==> config.mk <==
export PLATFORM = sky130hd
export DESIGN_NAME = uart_rx_os
export DESIGN_NICKNAME = d
export VERILOG_FILES = /design/src/rtl/uart_rx_os.sv
export SDC_FILE = /design/constraint.sdc
export NUM_CORES = 1
export LEC_CHECK = 0
export ABC_AREA = 1
export CORE_ASPECT_RATIO = 1.4
export CORE_MARGIN = 2
export CORE_UTILIZATION = 40
export DETAILED_ROUTE_END_ITERATION = 7
export PLACE_DENSITY_LB_ADDON = 0.3
export SYNTH_ARGS = -nofsm -noshare
export SYNTH_HDL_FRONTEND = slang
export SYNTH_SLANG_ARGS = --single-unit
==> constraint.sdc <==
create_clock -name clk -period 1.41 [get_ports clk]
set_clock_uncertainty 0.15 [all_clocks]
set_input_delay 0.141 -clock clk [delete_from_list [all_inputs] [get_ports clk]]
set_output_delay 0.141 -clock clk [all_outputs]
set_load 0.1 [all_outputs]
==> src/rtl/uart_rx_os.sv <==
// Oversampling UART receiver: 2-flop synchroniser, free-running sample-tick
// divider, 3-sample majority vote at mid-bit, false-start rejection and a
// ready/valid holding register with parity/frame/overrun reporting.
module uart_rx_os #(
    parameter int CLKS_PER_SAMPLE = 1,
    parameter int OVERSAMPLE      = 16,
    parameter int DATA_BITS       = 8,
    parameter int PARITY          = 0,
    parameter int STOP_BITS       = 1
) (
    input  logic                 clk,
    input  logic                 rst,
    input  logic                 rx,
    output logic [DATA_BITS-1:0] rx_data,
    output logic                 rx_valid,
    input  logic                 rx_ready,
    output logic                 parity_err,
    output logic                 frame_err,
    output logic                 overrun,
    output logic                 busy
);

    localparam int SW = $clog2(OVERSAMPLE);
    localparam int BW = $clog2(DATA_BITS);
    localparam int M  = OVERSAMPLE / 2;

    localparam logic [SW-1:0] CNT_ONE  = SW'(1);
    localparam logic [SW-1:0] CNT_LO   = SW'(M - 1);
    localparam logic [SW-1:0] CNT_MID  = SW'(M);
    localparam logic [SW-1:0] CNT_DEC  = SW'(M + 1);
    localparam logic [SW-1:0] CNT_LAST = SW'(OVERSAMPLE - 1);
    localparam logic [BW-1:0] BIT_LAST = BW'(DATA_BITS - 1);
    localparam logic          STOP_LAST = 1'(STOP_BITS - 1);

    typedef enum logic [2:0] {
        S_IDLE,
        S_START,
        S_DATA,
        S_PARITY,
        S_STOP,
        S_WAIT_IDLE
    } state_t;

    state_t               state, state_nx;
    logic                 rx_meta, rxs;
    logic                 tick;
    logic [SW-1:0]        scnt;
    logic [BW-1:0]        bit_idx;
    logic                 stop_idx;
    logic                 samp_a, samp_b;
    logic                 maj, is_dec, is_wrap;
    logic [DATA_BITS-1:0] shreg;
    logic                 par_acc, par_exp;
    logic                 perr, ferr;
    logic                 frame_done;

    // Two-flop synchroniser for the asynchronous line, idling high
    always_ff @(posedge clk or posedge rst) begin
        if (rst) begin
            rx_meta <= 1'b1;
            rxs     <= 1'b1;
        end else begin
            rx_meta <= rx;
            rxs     <= rx_meta;
        end
    end

    generate
        if (CLKS_PER_SAMPLE == 1) begin : g_tick_direct
            // clk is already the oversample clock
            always_comb tick = 1'b1;
        end else begin : g_tick_div
            localparam int DW = $clog2(CLKS_PER_SAMPLE);
            localparam logic [DW-1:0] DIV_LAST = DW'(CLKS_PER_SAMPLE - 1);
            logic [DW-1:0] div_cnt;

            // Free-running divider producing one tick every CLKS_PER_SAMPLE clks
            always_ff @(posedge clk or posedge rst) begin
                if (rst)
                    div_cnt <= '0;
                else if (div_cnt == DIV_LAST)
                    div_cnt <= '0;
                else
                    div_cnt <= div_cnt + 1'b1;
            end

            // Tick on the last divider count
            always_comb tick = (div_cnt == DIV_LAST);
        end
    endgenerate

    // Majority of the two captured samples and the live sample at M+1
    always_comb begin
        maj     = (samp_a & samp_b) | (samp_a & rxs) | (samp_b & rxs);
        is_dec  = (scnt == CNT_DEC);
        is_wrap = (scnt == CNT_LAST);
        par_exp = (PARITY == 2) ? ~par_acc : par_acc;
    end

    // FSM state register
    always_ff @(posedge clk or posedge rst) begin
        if (rst)
            state <= S_IDLE;
        else
            state <= state_nx;
    end

    // FSM next-state logic; all transitions happen on sample ticks
    always_comb begin
        state_nx = state;
        if (tick) begin
            case (state)
                S_IDLE:      if (!rxs) state_nx = S_START;
                S_START: begin
                    if (is_dec && maj)
                        state_nx = S_IDLE;
                    else if (is_wrap)
                        state_nx = S_DATA;
                end
                S_DATA:      if (is_wrap && bit_idx == BIT_LAST)
                                 state_nx = (PARITY != 0) ? S_PARITY : S_STOP;
                S_PARITY:    if (is_wrap) state_nx = S_STOP;
                S_STOP:      if (is_dec && stop_idx == STOP_LAST)
                                 state_nx = (ferr | ~maj) ? S_WAIT_IDLE : S_IDLE;
                S_WAIT_IDLE: if (rxs) state_nx = S_IDLE;
                default:     state_nx = S_IDLE;
            endcase
        end
    end

    // FSM outputs: busy flag and frame-complete strobe
    always_comb begin
        busy       = (state != S_IDLE);
        frame_done = tick && (state == S_STOP) && is_dec && (stop_idx == STOP_LAST);
    end

    // Bit timing, sampling, shift register and per-frame error accumulation
    always_ff @(posedge clk or posedge rst) begin
        if (rst) begin
            scnt     <= '0;
            bit_idx  <= '0;
            stop_idx <= 1'b0;
            samp_a   <= 1'b1;
            samp_b   <= 1'b1;
            shreg    <= '0;
            par_acc  <= 1'b0;
            perr     <= 1'b0;
            ferr     <= 1'b0;
        end else if (tick) begin
            if (scnt == CNT_LO)  samp_a <= rxs;
            if (scnt == CNT_MID) samp_b <= rxs;
            case (state)
                S_IDLE: begin
                    scnt     <= rxs ? '0 : CNT_ONE;
                    bit_idx  <= '0;
                    stop_idx <= 1'b0;
                    par_acc  <= 1'b0;
                    perr     <= 1'b0;
                    ferr     <= 1'b0;
                end
                S_WAIT_IDLE: scnt <= '0;
                default: begin
                    scnt <= is_wrap ? '0 : scnt + 1'b1;
                    if (state == S_DATA && is_dec) begin
                        shreg[bit_idx] <= maj;
                        par_acc        <= par_acc ^ maj;
                    end
                    if (state == S_DATA && is_wrap)   bit_idx  <= bit_idx + 1'b1;
                    if (state == S_PARITY && is_dec)  perr     <= (maj != par_exp);
                    if (state == S_STOP && is_dec)    ferr     <= ferr | ~maj;
                    if (state == S_STOP && is_wrap)   stop_idx <= 1'b1;
                end
            endcase
        end
    end

    // Holding register: load on completion if free or being drained, else flag overrun
    always_ff @(posedge clk or posedge rst) begin
        if (rst) begin
            rx_data    <= '0;
            rx_valid   <= 1'b0;
            parity_err <= 1'b0;
            frame_err  <= 1'b0;
            overrun    <= 1'b0;
        end else begin
            overrun <= 1'b0;
            if (frame_done) begin
                if (!rx_valid || rx_ready) begin
                    rx_data    <= shreg;
                    parity_err <= perr;
                    frame_err  <= ferr | ~maj;
                    rx_valid   <= 1'b1;
                end else begin
                    overrun <= 1'b1;
                end
            end else if (rx_valid && rx_ready) begin
                rx_valid   <= 1'b0;
                parity_err <= 1'b0;
                frame_err  <= 1'b0;
            end
        end
    end

endmodule

==> metrics.md <==
| Metric | Value |
|---|---|
| Max-Cap Viols | 0 |
| Drt wl/cell | 12.5 µm |
| GRT Util Overall | 16.9% |
| Core footprint | 4460 µm² |
| Buffer and inverter count on the worst path | 2 |
| R2R setup slack | -0.20 ns |
| Mapped Avg Cell Area | 8.53 µm² |
| Bufs on Longest Clock Path | 2 |
| Clock root cell | clkbuf_8 |
| Dpl hpwl | around 2600 µm |
| ANT nets after route | 0 |
| Area Overhead vs Synth | 61.9% |
| Mapped Nets | 224 |
| Violated checks | negative setup slack |
| Initial DRC Count | 38 |
| DR pass1 iterations | 4 |
| Fin crit period | 1.61 ns |
| Antenna violations before repair | 0 |
| WHS | around 0.043 ns |
| Sequential area share after synthesis | between 50% and 60% |
| Max-slew violation count | 0 |
| Via/cell ratio | approximately 4.7 |
| Post-Syn Area | 1830 µm² |
| Period utilization | 114% |
| Share of cells above drive strength 1 | around half |
| Final setup fails | 29 |
| P_leak | 1.48 nW |
| Final #Nets | between 200 and 300 |
| Clk_lat worst skew | 0.30 ns |
| Power Density | around 1700 nW/µm² |
| Most common cell after layout, fill and taps aside | nand2_1 |
| Crit path max-delay cell type | dfrtp_2 |
| Seq cells post-synth | 38 |
| Die width | 61.2 µm |
| Grt ovf | 0 |
| Fin util | approximately two thirds |
| FFs w/ async S/R, synth | 100% |
| Relative max-transition margin | 82.8% |
| Vias in the first global route | 1549 |
| Final setup margin | -0.196 ns |
| Least-Margin Pin Slew | between 0.2 and 0.3 ns |
| Commonest cells after routing, fill and taps aside | nand2_1 (58), buf_4 (42), dfrtp_1 (30), inv_1 (17), buf_12 (15) |
| Routed vias | 1628 |
| Crit-path max cell delay | 0.45 ns |
| Number of diodes | 0 |
| Kind of critical path | register to register |
| Initial core utilization | 41.1% |
| # hold bufs at CTS | 0 |
| Post-synth top flop | dfrtp_1 |
| Status | complete, but fails checks |
| Post-synth EDFFs | 0 |
| H-tree Lvls | 2 |
| Hold Path Class | input port to async pin |
| Final WL | 4360 µm |
| WP data required | between 1 and 1.5 ns |
| Worst r2r src | state[2] |
| Sink Count | 38 |
| Port Buf Inserts | 16 |
| Placer Congestion | 0.869 |
| Top delay family on crit path | simple AND/OR/NAND/NOR gates |
| Die ar. | 5150 µm² |
| Reg clk slew, reported paths | 0.08 ns |
| First-pass GRT wire length | 6460 µm |
| CTS tree | yes |
| FF-to-FF path depth | 7 |
| Yosys cell types | 26 |
| FILL cells | 331 |
| Largest net degree at the start of global routing | 39 |
| Critical path fanouts, max | 7 |
| Boundary Pins | 17 |
| Reg-to-Reg End | shreg[3] |
| WP data arrival | 1.64 ns |
| Mapped Cells | 215 |
| Total CTS buffers | 5 |
| Final hold violation count | 0 |
| Worst-path cell chain | buf_12 -> nor3_4 -> nand2_2 -> clkinv_4 -> nand3_2 -> nand2_1 -> o21ai_1 |
| DRC viols | 0 |
| Rows | 29 |
| Synth Warn # | 0 |
| Die height | 84.1 µm |
| Pre-CTS WS | -0.202 ns |
| Max Freq | 623 MHz |
| Worst vdd ir | 1.05 mV |
| Startpoint class of the critical path | register |
| CP Capture Type | register |
| Setup repair after global routing missed its margin | yes |
==> cell usage after synthesis, types with 2 or more instances <==
library cell  count  area [µm²]
a21oi_1           5        25.0
buf_6             2        22.5
dfrtp_1          34         851
dfstp_2           4         105
ha_1              5        62.6
inv_1            20        75.1
inv_2             7        26.3
nand2_1          73         274
nand2_2           4        25.0
nand3_1          18        90.1
nor2_1           11        41.3
nor2_4            4        45.0
nor3_1            2        10.0
o21ai_0           8        40.0
o21ai_1           7        35.0
==> routing by layer <==
metal	track usage (%)	share of wire (%)	up-vias
li1	-	-	821
met1	18.4	37	771
met2	29.2	58	27
met3	4.19	2.4	9
met4	8.30	2.7	0
met5	0	0	-
==> tightest hold or removal path, delay by kind of cell <==
family	cells	cell delay [ns]
buf+inv	3	0.72
==> state kept, by name, indices dropped and copies added (netlist names), 3 cells and up <==
register / cells
bit_idx: 3
shreg: 8
rx_data: 8
state: 3
scnt: 4
==> power by group <==
group,internal [mW],switching [mW]
clock,0.709,0.413
sequential,1.28,0.147
combinational,1.20,1.34
total,3.19,1.90
==> worst max-delay path by stage <==
stage / startpoint / to / slack, ns / cells past startpoint
final: state[2] / shreg[3] / -0.20 / 7
after global routing: state[2] / shreg[3] / -0.27 / 7
after CTS: state[2] / shreg[2] / -0.13 / 7
after detailed placement: scnt[1] / shreg[3] / -0.20 / 9
after global placement: scnt[1] / rx_data[5] / -0.17 / 9
after floorplan: scnt[0] / state[2] / -0.07 / 10
==> through the flow <==
step	instances	TNS, ns	cell area, µm²	power (mW)
2_1_floorplan	215	-1.07	1860	2.52
3_3_place_gp	320	-3.66	2430	3.05
3_5_place_dp	320	-4.43	2430	3.08
4_1_cts	341	-2.65	2780	4.64
5_1_grt	348	-6.37	2970	5.36
6_report	348	-4.44	2970	5.09
==> logic make-up (layout without fill, tap and decap cells) <==
kind of cell | after synthesis | in the layout | share of synthesized area (%)
and+or+nand+nor | 119 | 119 | 30.6
AOI/OAI and AO/OA | 23 | 23 | 6.62
DFF | 38 | 38 | 52.1
buffers and inverters | 29 | 100 | 6.75
adders and majority gates | 5 | 5 | 3.41
xor gates and xnor gates | 1 | 1 | 0.478
==> repair_timing <==
action                     4_1_cts  5_1_grt
setup endpoints to repair       32       32
resized for setup               33       37
pin swaps                        8       10
setup buffers                   14        7
gates cloned                     0        0
==> layout make-up <==
type                       count  area (µm²)  share of cell area (%)
inverter                      27         114                    3.83
tap                           62        77.6                    2.61
timing repair buffer          65         706                    23.8
clock buffer                   5        68.8                    2.32
sequential                    38         963                    32.4
clock inverter                 3        68.8                    2.32
multi-input combinational    148         971                    32.7
(Power assumes the default switching activity.)
